File: src/rtl/pkt_tx_pkg.sv
// Shared widths, FSM state type and empty-count helper for the packet transmitter.
package pkt_tx_pkg;

  localparam int unsigned SYMBOLS_DFLT = 64;
  localparam int unsigned DATA_W       = SYMBOLS_DFLT * 8;
  localparam int unsigned EMPTY_W      = $clog2(SYMBOLS_DFLT);
  localparam int unsigned LEN_W        = 16;

  typedef enum logic {
    IDLE = 1'b0,
    SEND = 1'b1
  } state_e;

  // Unused symbol slots in the final flit of a packet of 'len' bytes.
  function automatic logic [LEN_W-1:0] calc_empty(input logic [LEN_W-1:0] len,
                                                   input int unsigned      spb);
    int unsigned rmd;
    rmd = 32'(len) % spb;
    return LEN_W'((spb - rmd) % spb);
  endfunction

endpackage

File: src/rtl/avl_stream_if.sv
// Avalon-ST style stream link with sink-side almost_full back-pressure hint.
interface avl_stream_if #(
  parameter int unsigned DATA_W  = 512,
  parameter int unsigned EMPTY_W = 6
);
  logic [DATA_W-1:0]  data;
  logic               valid;
  logic               ready;
  logic               sop;
  logic               eop;
  logic [EMPTY_W-1:0] empty;
  logic               almost_full;

  modport tx (output data, valid, sop, eop, empty, input ready, almost_full);
  modport rx (input data, valid, sop, eop, empty, output ready, almost_full);
endinterface

File: src/rtl/pkt_tx_payload.sv
// Builds one flit of the incrementing byte pattern; slots past nbytes are zero.
module pkt_tx_payload #(
  parameter int unsigned SYMBOLS = 64,
  parameter int unsigned NB_W    = $clog2(SYMBOLS + 1)
) (
  input  logic [7:0]           base,
  input  logic [NB_W-1:0]      nbytes,
  output logic [SYMBOLS*8-1:0] flit
);

  // Symbol 0 sits in the most significant byte lane.
  always_comb begin
    flit = '0;
    for (int unsigned i = 0; i < SYMBOLS; i++) begin
      if (NB_W'(i) < nbytes) begin
        flit[SYMBOLS*8-1-8*i -: 8] = base + 8'(i);
      end
    end
  end

endmodule

File: src/rtl/avlstrm_pkt_tx.sv
// Avalon-ST packet transmitter: turns (length, seed) commands into sop/eop flit trains.
module avlstrm_pkt_tx
  import pkt_tx_pkg::*;
#(
  parameter int unsigned SYMBOLS_PER_BEAT = 64,
  parameter int unsigned BITS_PER_SYMBOL  = 8,
  parameter int unsigned USE_ALMOST_FULL  = 0,
  parameter int unsigned MAX_PKT_BYTES    = 9216
) (
  input  logic             Clk,
  input  logic             Rst,
  input  logic             cmd_valid,
  output logic             cmd_ready,
  input  logic [LEN_W-1:0] cmd_len,
  input  logic [7:0]       cmd_seed,
  avl_stream_if.tx         out,
  output logic             busy,
  output logic [31:0]      stats_pkt,
  output logic [31:0]      stats_flit,
  output logic [31:0]      stats_err
);

  localparam int unsigned    DW    = SYMBOLS_PER_BEAT * BITS_PER_SYMBOL;
  localparam int unsigned    EW    = $clog2(SYMBOLS_PER_BEAT);
  localparam int unsigned    NB_W  = $clog2(SYMBOLS_PER_BEAT + 1);
  localparam logic [LEN_W-1:0] SPB_L = LEN_W'(SYMBOLS_PER_BEAT);

  state_e           state_q, state_d;
  logic [LEN_W-1:0] rem_q, rem_d;
  logic [7:0]       base_q, base_d;
  logic             valid_q, valid_d;
  logic             sop_q, sop_d;
  logic             eop_q, eop_d;
  logic [EW-1:0]    empty_q, empty_d;
  logic [DW-1:0]    data_q, data_d;
  logic [31:0]      pkt_q, pkt_d;
  logic [31:0]      flit_q, flit_d;
  logic [31:0]      err_q, err_d;

  logic             gate_c, xfer_c, legal_c, accept_c, use_cmd_c, ld_last_c;
  logic [LEN_W-1:0] ld_len_c;
  logic [7:0]       ld_base_c;
  logic [NB_W-1:0]  ld_nb_c;
  logic [DW-1:0]    ld_flit_c;

  assign gate_c   = (USE_ALMOST_FULL != 0) && out.almost_full;
  assign xfer_c   = valid_q & out.ready;
  assign legal_c  = (cmd_len != '0) && (32'(cmd_len) <= MAX_PKT_BYTES);
  assign accept_c = cmd_valid & cmd_ready;

  // In SEND a new command can only ride on the eop transfer (zero-bubble restart).
  always_comb begin
    cmd_ready = 1'b0;
    if (!Rst) begin
      if (state_q == IDLE) cmd_ready = ~gate_c;
      else                 cmd_ready = xfer_c & eop_q & ~gate_c;
    end
  end

  // Next-flit source: a fresh command, or the continuation of the current packet.
  assign use_cmd_c = (state_q == IDLE) | eop_q;
  assign ld_len_c  = use_cmd_c ? cmd_len  : rem_q - SPB_L;
  assign ld_base_c = use_cmd_c ? cmd_seed : base_q + 8'(SYMBOLS_PER_BEAT);
  assign ld_last_c = ld_len_c <= SPB_L;
  assign ld_nb_c   = ld_last_c ? NB_W'(ld_len_c) : NB_W'(SYMBOLS_PER_BEAT);

  pkt_tx_payload #(
    .SYMBOLS (SYMBOLS_PER_BEAT),
    .NB_W    (NB_W)
  ) u_payload (
    .base   (ld_base_c),
    .nbytes (ld_nb_c),
    .flit   (ld_flit_c)
  );

  always_comb begin
    state_d = state_q;
    rem_d   = rem_q;
    base_d  = base_q;
    valid_d = valid_q;
    sop_d   = sop_q;
    eop_d   = eop_q;
    empty_d = empty_q;
    data_d  = data_q;
    pkt_d   = pkt_q;
    flit_d  = flit_q;
    err_d   = err_q;

    unique case (state_q)
      IDLE: begin
        if (accept_c && !legal_c) err_d = err_q + 32'd1;
      end
      SEND: begin
        if (xfer_c) begin
          flit_d = flit_q + 32'd1;
          if (eop_q) begin
            pkt_d = pkt_q + 32'd1;
            if (accept_c && !legal_c) err_d = err_q + 32'd1;
            if (!(accept_c && legal_c)) begin
              state_d = IDLE;
              valid_d = 1'b0;
              sop_d   = 1'b0;
              eop_d   = 1'b0;
              empty_d = '0;
              data_d  = '0;
            end
          end
        end
      end
      default: state_d = IDLE;
    endcase

    // Load a new flit on command acceptance or on a mid-packet transfer.
    if ((accept_c && legal_c) || (state_q == SEND && xfer_c && !eop_q)) begin
      state_d = SEND;
      rem_d   = ld_len_c;
      base_d  = ld_base_c;
      valid_d = 1'b1;
      sop_d   = use_cmd_c;
      eop_d   = ld_last_c;
      empty_d = ld_last_c ? EW'(calc_empty(ld_len_c, SYMBOLS_PER_BEAT)) : '0;
      data_d  = ld_flit_c;
    end
  end

  always_ff @(posedge Clk or posedge Rst) begin
    if (Rst) begin
      state_q <= IDLE;
      rem_q   <= '0;
      base_q  <= '0;
      valid_q <= 1'b0;
      sop_q   <= 1'b0;
      eop_q   <= 1'b0;
      empty_q <= '0;
      data_q  <= '0;
      pkt_q   <= '0;
      flit_q  <= '0;
      err_q   <= '0;
    end else begin
      state_q <= state_d;
      rem_q   <= rem_d;
      base_q  <= base_d;
      valid_q <= valid_d;
      sop_q   <= sop_d;
      eop_q   <= eop_d;
      empty_q <= empty_d;
      data_q  <= data_d;
      pkt_q   <= pkt_d;
      flit_q  <= flit_d;
      err_q   <= err_d;
    end
  end

  assign out.data  = data_q;
  assign out.valid = valid_q;
  assign out.sop   = sop_q;
  assign out.eop   = eop_q;
  assign out.empty = empty_q;

  assign busy       = (state_q == SEND);
  assign stats_pkt  = pkt_q;
  assign stats_flit = flit_q;
  assign stats_err  = err_q;

endmodule

File: src/flat_wrapper.sv
// flat-port wrapper written by rule: the top's interface ports become plain ports
module avlstrm_pkt_tx_flat import pkt_tx_pkg::*;
#(
  parameter int unsigned SYMBOLS_PER_BEAT = 64,
  parameter int unsigned BITS_PER_SYMBOL  = 8,
  parameter int unsigned USE_ALMOST_FULL  = 0,
  parameter int unsigned MAX_PKT_BYTES    = 9216
)
  (Clk, Rst, cmd_valid, cmd_ready, cmd_len, cmd_seed, busy, stats_pkt, stats_flit, stats_err, out_data, out_valid, out_sop, out_eop, out_empty, out_ready, out_almost_full);
  avl_stream_if #(.DATA_W(512), .EMPTY_W(6)) out_i ();
  input  logic Clk;
  input  logic Rst;
  input  logic cmd_valid;
  output logic cmd_ready;
  input  logic [LEN_W-1:0] cmd_len;
  input  logic [7:0] cmd_seed;
  output logic busy;
  output logic [31:0] stats_pkt;
  output logic [31:0] stats_flit;
  output logic [31:0] stats_err;
  output wire logic [$bits(out_i.data)-1:0] out_data;
  output wire logic [$bits(out_i.valid)-1:0] out_valid;
  output wire logic [$bits(out_i.sop)-1:0] out_sop;
  output wire logic [$bits(out_i.eop)-1:0] out_eop;
  output wire logic [$bits(out_i.empty)-1:0] out_empty;
  input wire logic [$bits(out_i.ready)-1:0] out_ready;
  input wire logic [$bits(out_i.almost_full)-1:0] out_almost_full;
  assign out_data = out_i.data;
  assign out_valid = out_i.valid;
  assign out_sop = out_i.sop;
  assign out_eop = out_i.eop;
  assign out_empty = out_i.empty;
  assign out_i.ready = out_ready;
  assign out_i.almost_full = out_almost_full;
  avlstrm_pkt_tx #(.SYMBOLS_PER_BEAT(SYMBOLS_PER_BEAT), .BITS_PER_SYMBOL(BITS_PER_SYMBOL), .USE_ALMOST_FULL(USE_ALMOST_FULL), .MAX_PKT_BYTES(MAX_PKT_BYTES)) u_core (.Clk(Clk), .Rst(Rst), .cmd_valid(cmd_valid), .cmd_ready(cmd_ready), .cmd_len(cmd_len), .cmd_seed(cmd_seed), .out(out_i), .busy(busy), .stats_pkt(stats_pkt), .stats_flit(stats_flit), .stats_err(stats_err));
endmodule
File: config.mk
export PLATFORM = sky130hd
export DESIGN_NAME = avlstrm_pkt_tx_flat
export DESIGN_NICKNAME = d
export VERILOG_FILES = /design/src/rtl/pkt_tx_pkg.sv /design/src/rtl/avl_stream_if.sv /design/src/rtl/pkt_tx_payload.sv /design/src/rtl/avlstrm_pkt_tx.sv /design/src/flat_wrapper.sv
export SDC_FILE = /design/constraint.sdc
export NUM_CORES = 1
export LEC_CHECK = 0
export ABC_AREA = 1
export CORE_MARGIN = 4
export CORE_UTILIZATION = 30
export DETAILED_ROUTE_END_ITERATION = 16
export PLACE_DENSITY_LB_ADDON = 0.08
export SETUP_SLACK_MARGIN = 0.5
export SLEW_MARGIN = 20
export SYNTH_ARGS = -nofsm -noshare
export SYNTH_HDL_FRONTEND = slang
export SYNTH_SLANG_ARGS = --single-unit
File: constraint.sdc
create_clock -name Clk -period 23.6 [get_ports Clk]
set_input_delay 3.54 -clock Clk [delete_from_list [all_inputs] [get_ports Clk]]
set_output_delay 3.54 -clock Clk [all_outputs]
set_load 0.005 [all_outputs]
# Word level (Yosys, flattened, before mapping)

Index checks and enable logic that the tools add are counted.

Add/subtract/negate cells: 69
Order comparisons: 66
Eq/ne operators: 3
Multiplexer cells: 99
Bitwise logic cells: 5
Reductions and logical operators: 17

Operators by type and width:

| cell                                                              | count |
|---|---|
| two-way mux 512 bit                                               | 5 |
| two-way mux 8 bit                                                 | 65 |
| adder 8 x 6 -> 8 bit (second input constant)                      | 32 |
| < comparator 6 x 7 -> 1 bit (first input constant)                | 32 |
| adder 8 x 5 -> 8 bit (second input constant)                      | 16 |
| < comparator 5 x 7 -> 1 bit (first input constant)                | 16 |
| adder 32 x 1 -> 32 bit (second input constant)                    | 3 |
| two-way mux 32 bit                                                | 3 |
| adder 8 x 4 -> 8 bit (second input constant)                      | 8 |
| case mux 32 bit (2 select lines)                                  | 1 |
| < comparator 4 x 7 -> 1 bit (first input constant)                | 8 |
| two-way mux 6 bit                                                 | 6 |
| adder 8 x 3 -> 8 bit (second input constant)                      | 4 |
| < comparator 3 x 7 -> 1 bit (first input constant)                | 4 |
| two-way mux 1 bit                                                 | 17 |
| adder 8 x 2 -> 8 bit (second input constant)                      | 2 |
| less-or-equal comparator 16 x 14 -> 1 bit (second input constant) | 1 |
| less-or-equal comparator 16 x 7 -> 1 bit (second input constant)  | 1 |
| two-way mux 16 bit                                                | 1 |
| nonzero test 16 bit                                               | 1 |
| subtractor 16 x 7 -> 16 bit (second input constant)               | 1 |
| < comparator 1 x 7 -> 1 bit (first input constant)                | 2 |
| < comparator 2 x 7 -> 1 bit (first input constant)                | 2 |
| adder 8 x 1 -> 8 bit (second input constant)                      | 1 |
| 14 further kinds                                                  | 27 |

Register bits: 642
Bits of input ports: 29
Output and inout bits: 619
Word-level logic and storage cells: 270

# Logic depth before layout (Yosys ltp)

Word-level depth: 11
Mapped depth: 20
Mapped depth without buffers: 19

# Modules after synthesis

A second synthesis with hierarchy kept.

Cells, all modules: 3566
Area total of the unflattened synthesis: 31844.3 µm²

Modules (own cells, without submodules):

| module         | times used | cells an instance | area an instance (µm²) | sequential area each (µm²) |
|---|---|---|---|---|
| avlstrm_pkt_tx | 1          | 1998              | 24900.1                | 16065.4 |
| pkt_tx_payload | 1          | 1568              | 6944.2                 | 0.0 |

# Least setup slack after synthesis

Ideal clock, no wire load.

Path kind: input-to-reg
Start: in Rst
End: reg u_core.data_q[479] (netlist: u_core.out.data[479])
Setup time: 0.066 ns
Arrival time: 19.268 ns
Required time: 23.534 ns
Slack: 4.267 ns
Cell stages on the path: 11
Buffers on the path: 1
Cell sequence: inv_1 and3_1 nand3_1 nand2_1 inv_2 buf_2 nor2_1 nand2_1 nand2_1 nand2_1 nand2_1

Word-level cells in the longest chain between the ends: 6
Elaborated cells on any way between the ends: 10
Classes of those cells: eq/ne (1); mux (2); bitwise (1); reduce/logical (6)

RTL lines:

| what                                                                 | RTL line                                    | source |
|---|---|---|
| start, declared                                                      | flat_wrapper.sv:12                          | `input logic Rst;` |
| two-way mux 1 bit *                                                  | avlstrm_pkt_tx.sv:54                        | `if (!Rst) begin` |
| bitwise AND 1 bit *                                                  | avlstrm_pkt_tx.sv:49                        | `assign accept_c = cmd_valid & cmd_ready;` |
| logical AND 1 bit *                                                  | avlstrm_pkt_tx.sv:99, avlstrm_pkt_tx.sv:114 |  |
| logical OR 1 bit                                                     | avlstrm_pkt_tx.sv:114                       | `if ((accept_c && legal_c) \|\| (state_q == SEND && xfer_c && !eop_q)) begin` |
| != test 2 bit (no source line) or nonzero test 2 bit (tied branches) | --                                          |  |
| AND reduction 4 bit (no source line)                                 | --                                          |  |
| end signal, assigned                                                 | avlstrm_pkt_tx.sv:147                       | `data_q <= data_d;` |
| end, declared                                                        | avlstrm_pkt_tx.sv:35                        | `logic [DW-1:0] data_q, data_d;` |

Every way passes the cells marked *; elsewhere a longest branch is shown, timed or not.
A chain may end at the register's enable or synchronous reset.

# Worst setup path after layout

Start: in out_ready
End: out cmd_ready

Word-level cells in the longest chain between the ends: 4

RTL lines:

| what              | RTL line             | source |
|---|---|---|
| start, declared   | flat_wrapper.sv:26   | `input wire logic [$bits(out_i.ready)-1:0] out_ready;` |
| bitwise AND 1 bit | avlstrm_pkt_tx.sv:47 | `assign xfer_c = valid_q & out.ready;` |
| bitwise AND 1 bit | avlstrm_pkt_tx.sv:56 | `else cmd_ready = xfer_c & eop_q & ~gate_c;` |
| two-way mux 1 bit | avlstrm_pkt_tx.sv:55 | `if (state_q == IDLE) cmd_ready = ~gate_c;` |
| two-way mux 1 bit | avlstrm_pkt_tx.sv:54 |  |
| end, declared     | flat_wrapper.sv:14   | `output logic cmd_ready;` |

No other way between the ends.

==> key figures <==
Status
  – Outcome: completed

Global route
  – Initial antenna violation count: 6
  – Total grt overflow: 0
  – Global-route wire length before repair: 209.3 mm
  – Vias in the first global route: 28.43k
  – All-Layer GR Usage: 0.2651
  – Largest net degree at the start of global routing: 185

Floorplan
  – Initial Util: 0.3037
  – DIE WIDTH: 329.9 um
  – Die area: 108800 um2
  – IO Pins: 648
  – Core area: 102300 um2
  – Die Y: 329.9 um
  – FP Rows: 117

Finish
  – Layout cells sized above 1: 0.06418
  – Final net count: 4466
  – Area grow syn2layout: 34.40%
  – Commonest non-fill, non-tap cell in the layout: nand2_1
  – Fin cells: 5841
  – Commonest cells after routing, fill and taps aside: nand2_1, clkdlybuf4s50_1, dfrtp_1
  – # fillers: 10.54k

Synth
  – EDFF count, synth: 0
  – Synth async-reset ratio: 1.000
  – Avg Inst Size Synth: 8.160 um2
  – Gate Count Post-Synth: 3809
  – Synth warn: 0
  – Cell variety after synth: 45
  – Total nets after synthesis: 3867
  – Sequential fraction of the synthesis area: 0.5169
  – Prevailing post-synth register cell: dfrtp_1
  – Register bit count reported by yosys: 642
  – Cell area after synthesis: 31080 um2

CTS
  – Post-CTS resize count: 0
  – CTS Buffer Depth: 3
  – H-tree depth: 3
  – Clk root buf: clkbuf_16
  – CTS Hold Bufs: 0
  – Clock Latency Late Sink: 0.66 ns
  – Clock sinks: 642
  – CTS tree: built
  – Num CTS Buffers: 80
  – Postcts setup bufs: 0
  – Clock slew at reported path FFs: 0.06 ns

Setup path
  – Startpoint types: primary input
  – Worst Path Max Fanout: 3
  – CP required: 20.06 ns
  – Nature of the critical path endpoint: output port
  – Critical path class: primary input to output port
  – Worst r2r src: u_core.busy
  – Crit path launch: out_ready
  – Critical path arrival: 5.04 ns

STA
  – RSZ-0062 raised after global routing: no
  – Slew of the pin with the lowest slew margin: 1.258 ns
  – Final min period: 8.577 ns
  – Period utilization: 0.3634
  – Setup TNS: 0 ns
  – Fin. Hold Viols: 0
  – Final setup violation count: 0
  – Worst slew margin: 0.1583
  – Worst setup margin: 15.02 ns
  – Clk_skew: 0.02035 ns
  – Fmax: 116.6 MHz
  – Fin. max-slew vios: 0

Detailed routing
  – Total number of vias: 28.73k
  – DRC marker count from the first detailed-route iteration: 2220
  – Via/cell ratio: 4.919
  – Wire per inst: 25.29 um
  – Final ANT Viol Nets: 0
  – Drc violations: 0
  – Initial DRT Pass Iterations: 7
  – DRT Wirelength: 147.7 mm

Power
  – Leak: 20.02 nW
  – Final Power: 0.006507 W
  – Seq pwr share: 0.280
  – Pwr/cell area: 155.8 nW/um2
  – Clock Power Share: 0.196
  – Internal power: 0.003670 W
  – Sw frac: 0.4359
  – Maximum vdd drop: 0.00009327 V
  – Part of the power in combinational logic: 0.523
  – Switch Pwr: 0.002836 W

Job
  – Max Cap Violations: 0

Placed design
  – Port Buf Inserts: 646
  – Pre-CTS setup slack: 15.03 ns
  – HPWL Detailed: 103.3 mm
  – Routability-driven placement congestion ratio: 0.8639
  – Post-Place Cells: 5694

Min path
  – Worst min-delay path startpoint: u_core.out.data[98]
  – Min-delay worst type: register to register
[power by group through the flow]
| stage | Combinational (W) | Sequential [W] | Clock [W] |
|---|---|---|---|
| floorplan | 0.00154 | 0.00184 | 0 |
| global placement | 0.00340 | 0.00183 | 0 |
| detailed placement | 0.00341 | 0.00183 | 0 |
| CTS | 0.00343 | 0.00183 | 0.00131 |
| global route | 0.00370 | 0.00188 | 0.00136 |
| finish | 0.00341 | 0.00182 | 0.00128 |
[per-layer routing]
| layer | GRT usage | share of wire | up-vias |
|---|---|---|---|
| met1 | 0.3463 | 0.42 | 14240 |
| met2 | 0.4293 | 0.47 | 909 |
| met4 | 0.08797 | 0.033 | 2 |
| met5 | 0 | 0.000095 | - |
| li1 | - | - | 13380 |
| met3 | 0.06811 | 0.076 | 204 |
[stage by stage]
stage | util | hold WS, ns | cell area [um2]
after global routing | 0.4082 | 0.4927 | 41770
after floorplan | - | 0.4534 | 31080
after CTS | 0.4081 | 0.4800 | 41760
final | 0.4082 | 0.4752 | 41770
after detailed placement | 0.3816 | 0.4642 | 39050
after global placement | 0.3815 | 0.4622 | 39040
[path summary, 6_finish.rpt]
path / cells past startpoint / endpoint / slack [ns]
max: 6 / cmd_ready / 15.02
min: 2 / u_core.out.data[98] / 0.48
max reg2reg: 13 / u_core.out.data[259] / 18.47
min reg2reg: 2 / u_core.out.data[98] / 0.48
max in group asynchronous: 6 / u_core.out.data[425] / 16.28
min in group asynchronous: 2 / u_core.busy / 3.51
[sequential cells by signal, indices dropped and copies added (netlist names)]
signal and flops:
u_core.out.sop 1, u_core.rem_q 16, u_core.out.eop 1, u_core.out.empty 6, u_core.stats_flit 32, u_core.stats_err 32
u_core.busy 1, u_core.out.valid 1, u_core.out.data 512, u_core.stats_pkt 32, u_core.base_q 8
[final cells by class]
type                       instances  area [um2]  area share
antenna                            1       2.502  0.00005991
tap                             1368        1712     0.04098
clock buffer                     123        2450     0.05865
multi-input combinational       2803       13690      0.3278
sequential                       642       16070      0.3846
inverter                         180       698.2     0.01671
clock inverter                    23       255.2    0.006111
timing repair buffer             701        6895      0.1651
[cell usage after synthesis, types with 2 or more instances]
master    number  area, um2
a21oi_1       67      335.3
a21oi_2        2      17.52
and2_1         2      12.51
buf_1         13      48.80
buf_2         38      190.2
buf_4          9      67.56
buf_6          4      45.04
clkbuf_1     120      450.4
clkinv_1       4      15.01
dfrtp_1      642      16070
ha_1          29      362.9
inv_1        166      623.1
inv_2         10      37.54
nand2_1     1395       5236
nand2_2        5      31.28
nand3_1      423       2117
nand3_2       15      150.1
nand3_4       13      227.7
nand3b_1       8      60.06
nand4_1       31      193.9
nand4_2        2      25.02
nand4_4        3      63.81
nor2_1       293       1100
nor2_2         5      31.28
nor2_4         4      45.04
nor2_8         2      40.04
nor3_1        60      300.3
nor4_1        13      81.33
o21a_1         3      22.52
o21ai_0      160      800.8
o21ai_1       13      65.06
o21ai_2        5      43.79
o31ai_1        4      30.03
or2_2         11      68.82
xnor2_1       50      437.9
xor2_1       176       1541
[worst max-delay path, cell delays in order]
cell and delay, ns:
clkdlybuf4s50_1 0.50, nand2_1 0.05, o21ai_0 0.27, inv_1 0.07
nor2_1 0.09, clkdlybuf4s50_1 0.51
[cell families after synthesis]
| family | after synthesis | share of synthesized area |
|---|---|---|
| simple gates | 2289 | 0.3158 |
| flops | 642 | 0.5169 |
| buf+inv | 364 | 0.04754 |
| compound gates | 259 | 0.04440 |
| xor+xnor | 226 | 0.06369 |
| fa+ha+maj | 29 | 0.01167 |
(Power assumes the default switching activity.)
